===== src/rtl/register_read_stage.sv =====
// register_read_stage
// Sits between the reservation-station issue port and an execution unit.
// Presents source tags to a synchronous-read register file, resolves the
// operands one cycle later and holds them (tracking writebacks) until the
// execution unit takes the op. At most one op is in flight. Back-to-back
// issue gives one op per cycle.
//
// Optional feature: define RR_WB_BYPASS_EN to add writeback bypass
// comparators. These capture writebacks that land in the issue cycle and
// refresh operands that are waiting in HOLD. Without the macro the
// register file must be write-through, and held operands are frozen.
//
// `PHY_REG_NUM and `WB_WIDTH come from the surrounding build. Fallback
// values are provided here.

`ifndef PHY_REG_NUM
`define PHY_REG_NUM 64
`endif
`ifndef WB_WIDTH
`define WB_WIDTH 2
`endif

module register_read_stage #(
  parameter  int DATA_WIDTH    = 32,
  parameter  int PAYLOAD_WIDTH = 64,
  localparam int TAG_W         = $clog2(`PHY_REG_NUM),
  localparam int WB_W          = `WB_WIDTH
) (
  input  logic                       clk,
  input  logic                       rst,
  input  logic                       flush_i,
  input  logic                       issue_valid_i,
  output logic                       issue_ready_o,
  input  logic [TAG_W-1:0]           issue_psrc0_i,
  input  logic [TAG_W-1:0]           issue_psrc1_i,
  input  logic                       issue_psrc0_valid_i,
  input  logic                       issue_psrc1_valid_i,
  input  logic [PAYLOAD_WIDTH-1:0]   issue_payload_i,
  output logic [TAG_W-1:0]           rf_raddr0_o,
  output logic [TAG_W-1:0]           rf_raddr1_o,
  input  logic [DATA_WIDTH-1:0]      rf_rdata0_i,
  input  logic [DATA_WIDTH-1:0]      rf_rdata1_i,
  input  logic [WB_W-1:0]            wb_valid_i,
  input  logic [WB_W*TAG_W-1:0]      wb_pdest_i,
  input  logic [WB_W*DATA_WIDTH-1:0] wb_data_i,
  output logic                       exe_valid_o,
  input  logic                       exe_ready_i,
  output logic [DATA_WIDTH-1:0]      exe_src0_o,
  output logic [DATA_WIDTH-1:0]      exe_src1_o,
  output logic [PAYLOAD_WIDTH-1:0]   exe_payload_o
);

  typedef enum logic [1:0] {
    S_EMPTY = 2'd0,
    S_READ  = 2'd1,
    S_HOLD  = 2'd2
  } state_t;

  state_t                   r_state;
  state_t                   w_state_nxt;
  logic                     w_handshake;
  logic                     w_accept;
  logic [PAYLOAD_WIDTH-1:0] r_payload;
  logic                     r_use0;
  logic                     r_use1;
  logic [DATA_WIDTH-1:0]    r_hold0;
  logic [DATA_WIDTH-1:0]    r_hold1;
  logic [DATA_WIDTH-1:0]    w_rd_op0;
  logic [DATA_WIDTH-1:0]    w_rd_op1;

  // The register file is addressed straight from the issue port, so its
  // data arrives exactly in the READ cycle that follows an accept.
  assign rf_raddr0_o = issue_psrc0_i;
  assign rf_raddr1_o = issue_psrc1_i;

  assign exe_valid_o   = (r_state != S_EMPTY);
  assign w_handshake   = exe_valid_o & exe_ready_i;
  assign issue_ready_o = ~flush_i & ((r_state == S_EMPTY) | w_handshake);
  assign w_accept      = issue_valid_i & issue_ready_o;
  assign exe_payload_o = r_payload;

`ifdef RR_WB_BYPASS_EN
  logic [TAG_W-1:0]      r_psrc0;
  logic [TAG_W-1:0]      r_psrc1;
  logic                  r_byp_hit0;
  logic                  r_byp_hit1;
  logic [DATA_WIDTH-1:0] r_byp_data0;
  logic [DATA_WIDTH-1:0] r_byp_data1;
  logic [DATA_WIDTH:0]   w_byp_issue0;
  logic [DATA_WIDTH:0]   w_byp_issue1;
  logic [DATA_WIDTH:0]   w_byp_held0;
  logic [DATA_WIDTH:0]   w_byp_held1;

  // Returns {hit, data} for a tag. The scan runs from the top port down,
  // so the lowest-indexed matching port wins.
  function automatic logic [DATA_WIDTH:0] wb_match(input logic [TAG_W-1:0] tag);
    logic [DATA_WIDTH:0] m;
    m = '0;
    for (int p = WB_W - 1; p >= 0; p--) begin
      if (wb_valid_i[p] && (wb_pdest_i[p*TAG_W +: TAG_W] == tag))
        m = {1'b1, wb_data_i[p*DATA_WIDTH +: DATA_WIDTH]};
    end
    return m;
  endfunction

  // Writeback comparators against the issuing tags and the held tags.
  always_comb begin
    w_byp_issue0 = wb_match(issue_psrc0_i);
    w_byp_issue1 = wb_match(issue_psrc1_i);
    w_byp_held0  = wb_match(r_psrc0);
    w_byp_held1  = wb_match(r_psrc1);
  end

  // READ-cycle operands: a bypass captured at issue beats the register file.
  always_comb begin
    w_rd_op0 = '0;
    w_rd_op1 = '0;
    if (r_use0) w_rd_op0 = r_byp_hit0 ? r_byp_data0 : rf_rdata0_i;
    if (r_use1) w_rd_op1 = r_byp_hit1 ? r_byp_data1 : rf_rdata1_i;
  end
`else
  // With no comparators the writeback port is not needed.
  logic w_unused_wb;
  assign w_unused_wb = ^{wb_valid_i, wb_pdest_i, wb_data_i};

  // READ-cycle operands come straight from the write-through register file.
  always_comb begin
    w_rd_op0 = '0;
    w_rd_op1 = '0;
    if (r_use0) w_rd_op0 = rf_rdata0_i;
    if (r_use1) w_rd_op1 = rf_rdata1_i;
  end
`endif

  // Next-state logic. A flush overrides every other event.
  always_comb begin
    // NOTE: every combinational output gets a default first, so no path can infer a latch.
    w_state_nxt = r_state;
    case (r_state)
      S_EMPTY: if (w_accept) w_state_nxt = S_READ;
      S_READ,
      S_HOLD:  begin
        if (exe_ready_i) w_state_nxt = w_accept ? S_READ : S_EMPTY;
        else             w_state_nxt = S_HOLD;
      end
      default: w_state_nxt = S_EMPTY;
    endcase
    if (flush_i) w_state_nxt = S_EMPTY;
  end

  // State register. Reset beats flush and handshakes.
  always_ff @(posedge clk) begin
    // NOTE: sequential state is written with non-blocking assignments only.
    if (rst) r_state <= S_EMPTY;
    else     r_state <= w_state_nxt;
  end

  // Operand output mux. EMPTY drives zeros.
  always_comb begin
    exe_src0_o = '0;
    exe_src1_o = '0;
    case (r_state)
      S_READ:  begin exe_src0_o = w_rd_op0; exe_src1_o = w_rd_op1; end
      S_HOLD:  begin exe_src0_o = r_hold0;  exe_src1_o = r_hold1;  end
      default: ;
    endcase
  end

  // Op capture on accept, hold capture on a stalled READ, and hold refresh.
  always_ff @(posedge clk) begin
    if (rst) begin
      // NOTE: data and hold registers are cleared too, so a reset mid-op leaves no stale operands on the outputs.
      r_payload   <= '0;
      r_use0      <= 1'b0;
      r_use1      <= 1'b0;
      r_hold0     <= '0;
      r_hold1     <= '0;
`ifdef RR_WB_BYPASS_EN
      r_psrc0     <= '0;
      r_psrc1     <= '0;
      r_byp_hit0  <= 1'b0;
      r_byp_hit1  <= 1'b0;
      r_byp_data0 <= '0;
      r_byp_data1 <= '0;
`endif
    end else begin
      if (w_accept) begin
        r_payload   <= issue_payload_i;
        r_use0      <= issue_psrc0_valid_i;
        r_use1      <= issue_psrc1_valid_i;
`ifdef RR_WB_BYPASS_EN
        r_psrc0     <= issue_psrc0_i;
        r_psrc1     <= issue_psrc1_i;
        r_byp_hit0  <= w_byp_issue0[DATA_WIDTH];
        r_byp_hit1  <= w_byp_issue1[DATA_WIDTH];
        r_byp_data0 <= w_byp_issue0[DATA_WIDTH-1:0];
        r_byp_data1 <= w_byp_issue1[DATA_WIDTH-1:0];
`endif
      end
      if (r_state == S_READ && !exe_ready_i) begin
        r_hold0 <= w_rd_op0;
        r_hold1 <= w_rd_op1;
      end
`ifdef RR_WB_BYPASS_EN
      else if (r_state == S_HOLD) begin
        if (r_use0 && w_byp_held0[DATA_WIDTH]) r_hold0 <= w_byp_held0[DATA_WIDTH-1:0];
        if (r_use1 && w_byp_held1[DATA_WIDTH]) r_hold1 <= w_byp_held1[DATA_WIDTH-1:0];
      end
`endif
    end
  end

endmodule


===== config.mk =====
export PLATFORM = sky130hd
export DESIGN_NAME = register_read_stage
export DESIGN_NICKNAME = d
export VERILOG_FILES = /design/src/rtl/register_read_stage.sv
export SDC_FILE = /design/constraint.sdc
export NUM_CORES = 1
export LEC_CHECK = 0
export CORE_AREA = 2 2 144 146
export DETAILED_ROUTE_END_ITERATION = 16
export DIE_AREA = 0 0 146 148
export GPL_TIMING_DRIVEN = 0
export PLACE_DENSITY_LB_ADDON = 0.2
export SLEW_MARGIN = 25
export SYNTH_ARGS = -nofsm -noshare
export SYNTH_HDL_FRONTEND = slang
export SYNTH_SLANG_ARGS = --single-unit

===== constraint.sdc =====
create_clock -name clk -period 1.47 [get_ports clk]
set_input_delay 0.147 -clock clk [delete_from_list [all_inputs] [get_ports clk]]
set_output_delay 0.147 -clock clk [all_outputs]
set_load 0.01 [all_outputs]

[Yosys cells after proc, flatten, opt, wreduce, memory -nomap -nowiden]
Index checks and enable logic that the tools add are counted.
W data, S select, Z words.
Word-level totals
  bits in registers: 132
  bits in latches: 0
  RAM bits: 0
  ROM bits: 0
  input bits: 225
  output and inout port bits: 142
  memories: 0
Operators by class
  add/subtract/negate cells: 0
  multiply operators: 0
  div/mod/pow operators: 0
  magnitude comparators: 0
  equality and inequality tests: 3
  shift-type cells: 0
  muxes and demuxes: 8
  bitwise operators: 5
  reduce and logical (&&, ||, !) cells: 6
Operators by type and width (number)
  $pmux W32 S2: 2
  $mux W32: 2
  $mux W2: 2
  $pmux W2 S2: 1
  $reduce_or A2 Y1: 2
  $and A1 B1 Y1: 3
  $eq A2 B1 Y1 const B: 1
  $eq A2 B2 Y1 const B: 1
  $logic_not A2 Y1: 1
  $ne A2 B2 Y1 const B: 1
  $reduce_bool A2 Y1: 1
  $logic_and A1 B1 Y1: 1
  $logic_not A1 Y1: 1
  $mux W1: 1
  $not A1 Y1: 1
  $or A1 B1 Y1: 1

[Depth between registers and ports, before layout]
  depth after elaboration: 8
  depth in mapped cells: 7
  gate-level depth less buffers: 5

[Worst setup path after synthesis]
OpenSTA, ideal clock, no wires.
  path type: register to output
  start: reg r_state[1]
  end: out exe_src0_o[0]
  data arrival time: 1.372 ns
  slack: -0.049 ns
  cell stages (with the launch flop): 6
  path through: dfxtp_1 -> inv_1 -> ha_1 -> clkbuf_1 -> clkbuf_1 -> nor2b_1
Between the ends
  cells in the longest elaborated chain, start to end: 2
  elaborated cells between the ends (all ways): 3
  classes of those cells: 2 x eq/ne; 1 x mux
RTL lines
  from (decl): line 59  | state_t r_state;
  from (signal assigned): line 155  | else r_state <= w_state_nxt;
  $eq A2 B2 Y1 or $eq A2 B1 Y1 (tied branches): line 162  | case (r_state)
  $pmux W32 S2 (*): line 162
  to (decl): line 48  | output logic [DATA_WIDTH-1:0] exe_src0_o,
Mark *: on every way between the ends. The rest lies on a longest branch, timed or not.

[Final worst setup path]
  start: reg r_state[1]
  end: out exe_src1_o[22]
Between the ends
  cells in the longest elaborated chain, start to end: 2
  elaborated cells between the ends (all ways): 3
  classes of those cells: 2 x eq/ne; 1 x mux
RTL lines
  $eq A2 B2 Y1 or $eq A2 B1 Y1 (tied branches): line 162
  $pmux W32 S2 (*): line 162
  to (decl): line 49  | output logic [DATA_WIDTH-1:0] exe_src1_o,
Marks and branches as above.

==> metrics.txt <==
outcome complete, but fails checks; failing checks negative setup slack; hold depth 3; nets@finish about 1300; FP Rows between 50 and 60; Pleak around 5 nW; area post-placement just under 0.01 sq mm; die span in x approximately 150 um; final clock period utilization by the worst path 135%; drt wl/cell roughly 17 um; Root Driver clkbuf_16; top cell type by total area after synthesis dfxtp_1; worst reg2reg path depth 12; core area about 0.020 sq mm; largest net degree at the start of global routing 17; asr flop ratio synth 0%; fin area around 0.012 sq mm; Clock Path Buffers 2; # hold bufs at CTS 0; CTS tree yes; Worst Max-Slew Pin Slew between 0.7 and 0.8 ns; Crit Path Class register to primary output; clock sink total roughly 130; Total Neg Setup Slack -57.29 ns; Fin. Hold Viols 0; Synth Register Bits 132; CP Launch Type register; hold slack a little under 0.3 ns; Synth Cell Area roughly 0.0065 sq mm; routed vias/inst 4.81; required time worst endpoint roughly 1.3 ns; Hold WC Path Type input pin to register; CP Capture Point exe_src1_o[22]; CTS H-Tree Depth 4; slowest stage cell, crit path dfxtp_4; most frequent cells after synthesis nand2b_1, dfxtp_1, mux2i_1, nor2b_1, a21oi_1; Hold Path Origin issue_payload_i[7]; Avg Cell Area, Syn roughly 8.6 sq um; delay-heaviest family, CP buffers and inverters; PortBufs around 280; clock period minus worst slack between 1.5 and 2 ns; Pre-antenna DRT Iters 4; Clk pin slew, worst setup/hold paths 0.06 ns; Worst-Skew Late Latency about 0.43 ns; Residual DRC 0; Initial DRC Count 301; reg2reg setup slack -0.48 ns; VDD IR max between 0.0007 and 0.0008 V; Die Area between 0.02 and 0.025 sq mm; crit-path max cell delay a little under 0.4 ns; layout cell share with drive strength beyond 1 a little over a third; Unique masters post-synth 24; fill cell count ~1700; Num CTS Buffers 17; R2R Path End r_hold1[24]; crit path max fanout 5; final worst slack -0.520 ns; GP Congestion between 0.7 and 0.8; Synth top area share between 40% and 50%; RR Startpoint r_state[1]; vias in the first global route approximately 6400; CP endpoint kind primary output; max frequency a little over 500 MHz; dominant cells by area after synthesis dfxtp_1, nand2b_1, mux2i_1; sequential fraction of the synthesis area about two fifths; crit path cell chain inv_4 -> ha_4 -> and2_4 -> bufbuf_16 -> a22oi_2 -> nor2b_2 -> buf_2; Slew Limit Fails 0; Antenna Nets Post-Route 0; Pwr Total between 9 and 10 mW; Gate Count Post-Synth between 700 and 800; synth warn 0; I/O pins 367; Post-Syn Nets slightly below 1000; Starting Density 32.5%; dominant synthesized flop cell dfxtp_1; Post-DP HPWL roughly 15000 um; critical path depth in cells 7; CP bufs+invs 3; arrival time worst endpoint approximately 1.8 ns; grt ovf 0; overall routed net length approximately 23000 um; Global Route Usage Sum between 20% and 30%; Critical path origin r_state[1]; max cap viols 0; Synth-to-Final Area Change 84.0%; global-route wire length before repair ~35000 um; Vias roughly 6600; Die Span Y between 100 and 150 um; RSZ-0062 raised after global routing yes; Final setup violation count between 150 and 200; most common cell in the netlist nand2b_1; Rel. slew slack 51.1%; initial antenna violation count 0; pwr/cell area 823 mW/mm^2; EDFF count, synth 0; Worst Skew between 0.007 and 0.008 ns; # diodes 0
-- what timing repair did --
item / 4_1_cts / 5_1_grt
setup endpoints to repair: 230 / 258
setup buffers: 13 / 11
cloned: 11 / 5
resized for setup: 496 / 133
pin swaps: 59 / 26
-- layer usage --
layer	up-vias	part of all wire (%)	wire, um	GRT usage (%)
li1	3217	-	-	-
met1	3088	41	9650	25.4
met2	253	48	11300	32.9
met3	27	9.3	2180	7.69
met4	0	1.5	352	6.26
met5	-	0	0	0
-- area by class of cell --
| type | instances | area [sq um] | area share, % |
|---|---|---|---|
| plain buffers | 83 | 880 | 7.35 |
| repair buffers | 313 | 3230 | 27.0 |
| flip-flops and latches | 132 | 2650 | 22.1 |
| inverters | 3 | 13.8 | 0.115 |
| clock buffers | 17 | 425 | 3.55 |
| well taps | 270 | 338 | 2.82 |
| multi-input cells | 537 | 4240 | 35.4 |
| clock inverters | 15 | 205 | 1.71 |
-- layout by cell type, fill, tap and decap left out, types with 4 or more instances in the layout --
| master | instances |
|---|---|
| clkbuf_16 | 24 |
| nor2b_1 | 5 |
| buf_4 | 30 |
| buf_2 | 58 |
| nand2_1 | 64 |
| clkbuf_8 | 5 |
| clkbuf_1 | 23 |
| a21oi_2 | 34 |
| buf_8 | 17 |
| nand3_2 | 30 |
| dlymetal6s2s_1 | 63 |
| buf_12 | 15 |
| mux2i_1 | 67 |
| a22oi_2 | 62 |
| dfxtp_1 | 130 |
| clkdlybuf4s15_2 | 6 |
| nand2b_1 | 133 |
| nor2b_2 | 59 |
| a21oi_1 | 31 |
| nand3_1 | 33 |
| bufinv_16 | 4 |
| buf_6 | 19 |
| clkdlybuf4s50_1 | 146 |
| buf_16 | 5 |
-- logic make-up after synthesis --
group | share of synthesized area (%)
adders and majority gates | 0.769
buffers and inverters | 7.13
muxes | 10.3
and+or+nand+nor | 28.6
DFF | 40.6
AOI/OAI and AO/OA | 12.5
-- worst register-to-register path: stages (launching register included) --
cell	delay, ns
dfxtp_4	0.37
inv_4	0.08
ha_4	0.17
buf_4	0.13
buf_6	0.08
buf_6	0.08
buf_6	0.09
nor2b_4	0.18
buf_12	0.18
buf_12	0.13
buf_8	0.12
nand3_4	0.08
a21oi_2	0.19
-- power breakdown --
part	leakage [nW]	internal (mW)	total [mW]	switching, mW
clock network	0.300	2.85	4.59	1.74
registers	1.07	3.68	3.73	0.0509
logic	3.73	0.919	1.54	0.621
-- flip-flops by register name, indices dropped and copies added (netlist names) --
name,flops
exe_payload_o,64
r_use0,1
r_state,2
r_hold0,32
r_hold1,32
r_use1,1
-- worst min-delay path by stage --
| stage | to | slack (ns) |
|---|---|---|
| 2_1_floorplan | r_state[0] | 0.23 |
| 3_3_place_gp | r_hold1[16] | 0.44 |
| 3_5_place_dp | r_hold0[26] | 0.44 |
| 4_1_cts | exe_payload_o[48] | 0.27 |
| 5_1_grt | exe_payload_o[40] | 0.29 |
| 6_report | exe_payload_o[7] | 0.29 |
-- through the flow --
step | setup WS [ns] | util (%) | cells
2_1_floorplan | 0.00365 | - | 757
3_3_place_gp | -0.899 | 48.7 | 1302
3_5_place_dp | -0.872 | 48.7 | 1302
4_1_cts | -0.528 | 57.0 | 1356
5_1_grt | -0.593 | 59.8 | 1370
6_report | -0.520 | 59.8 | 1370
(Power assumes the default switching activity.)
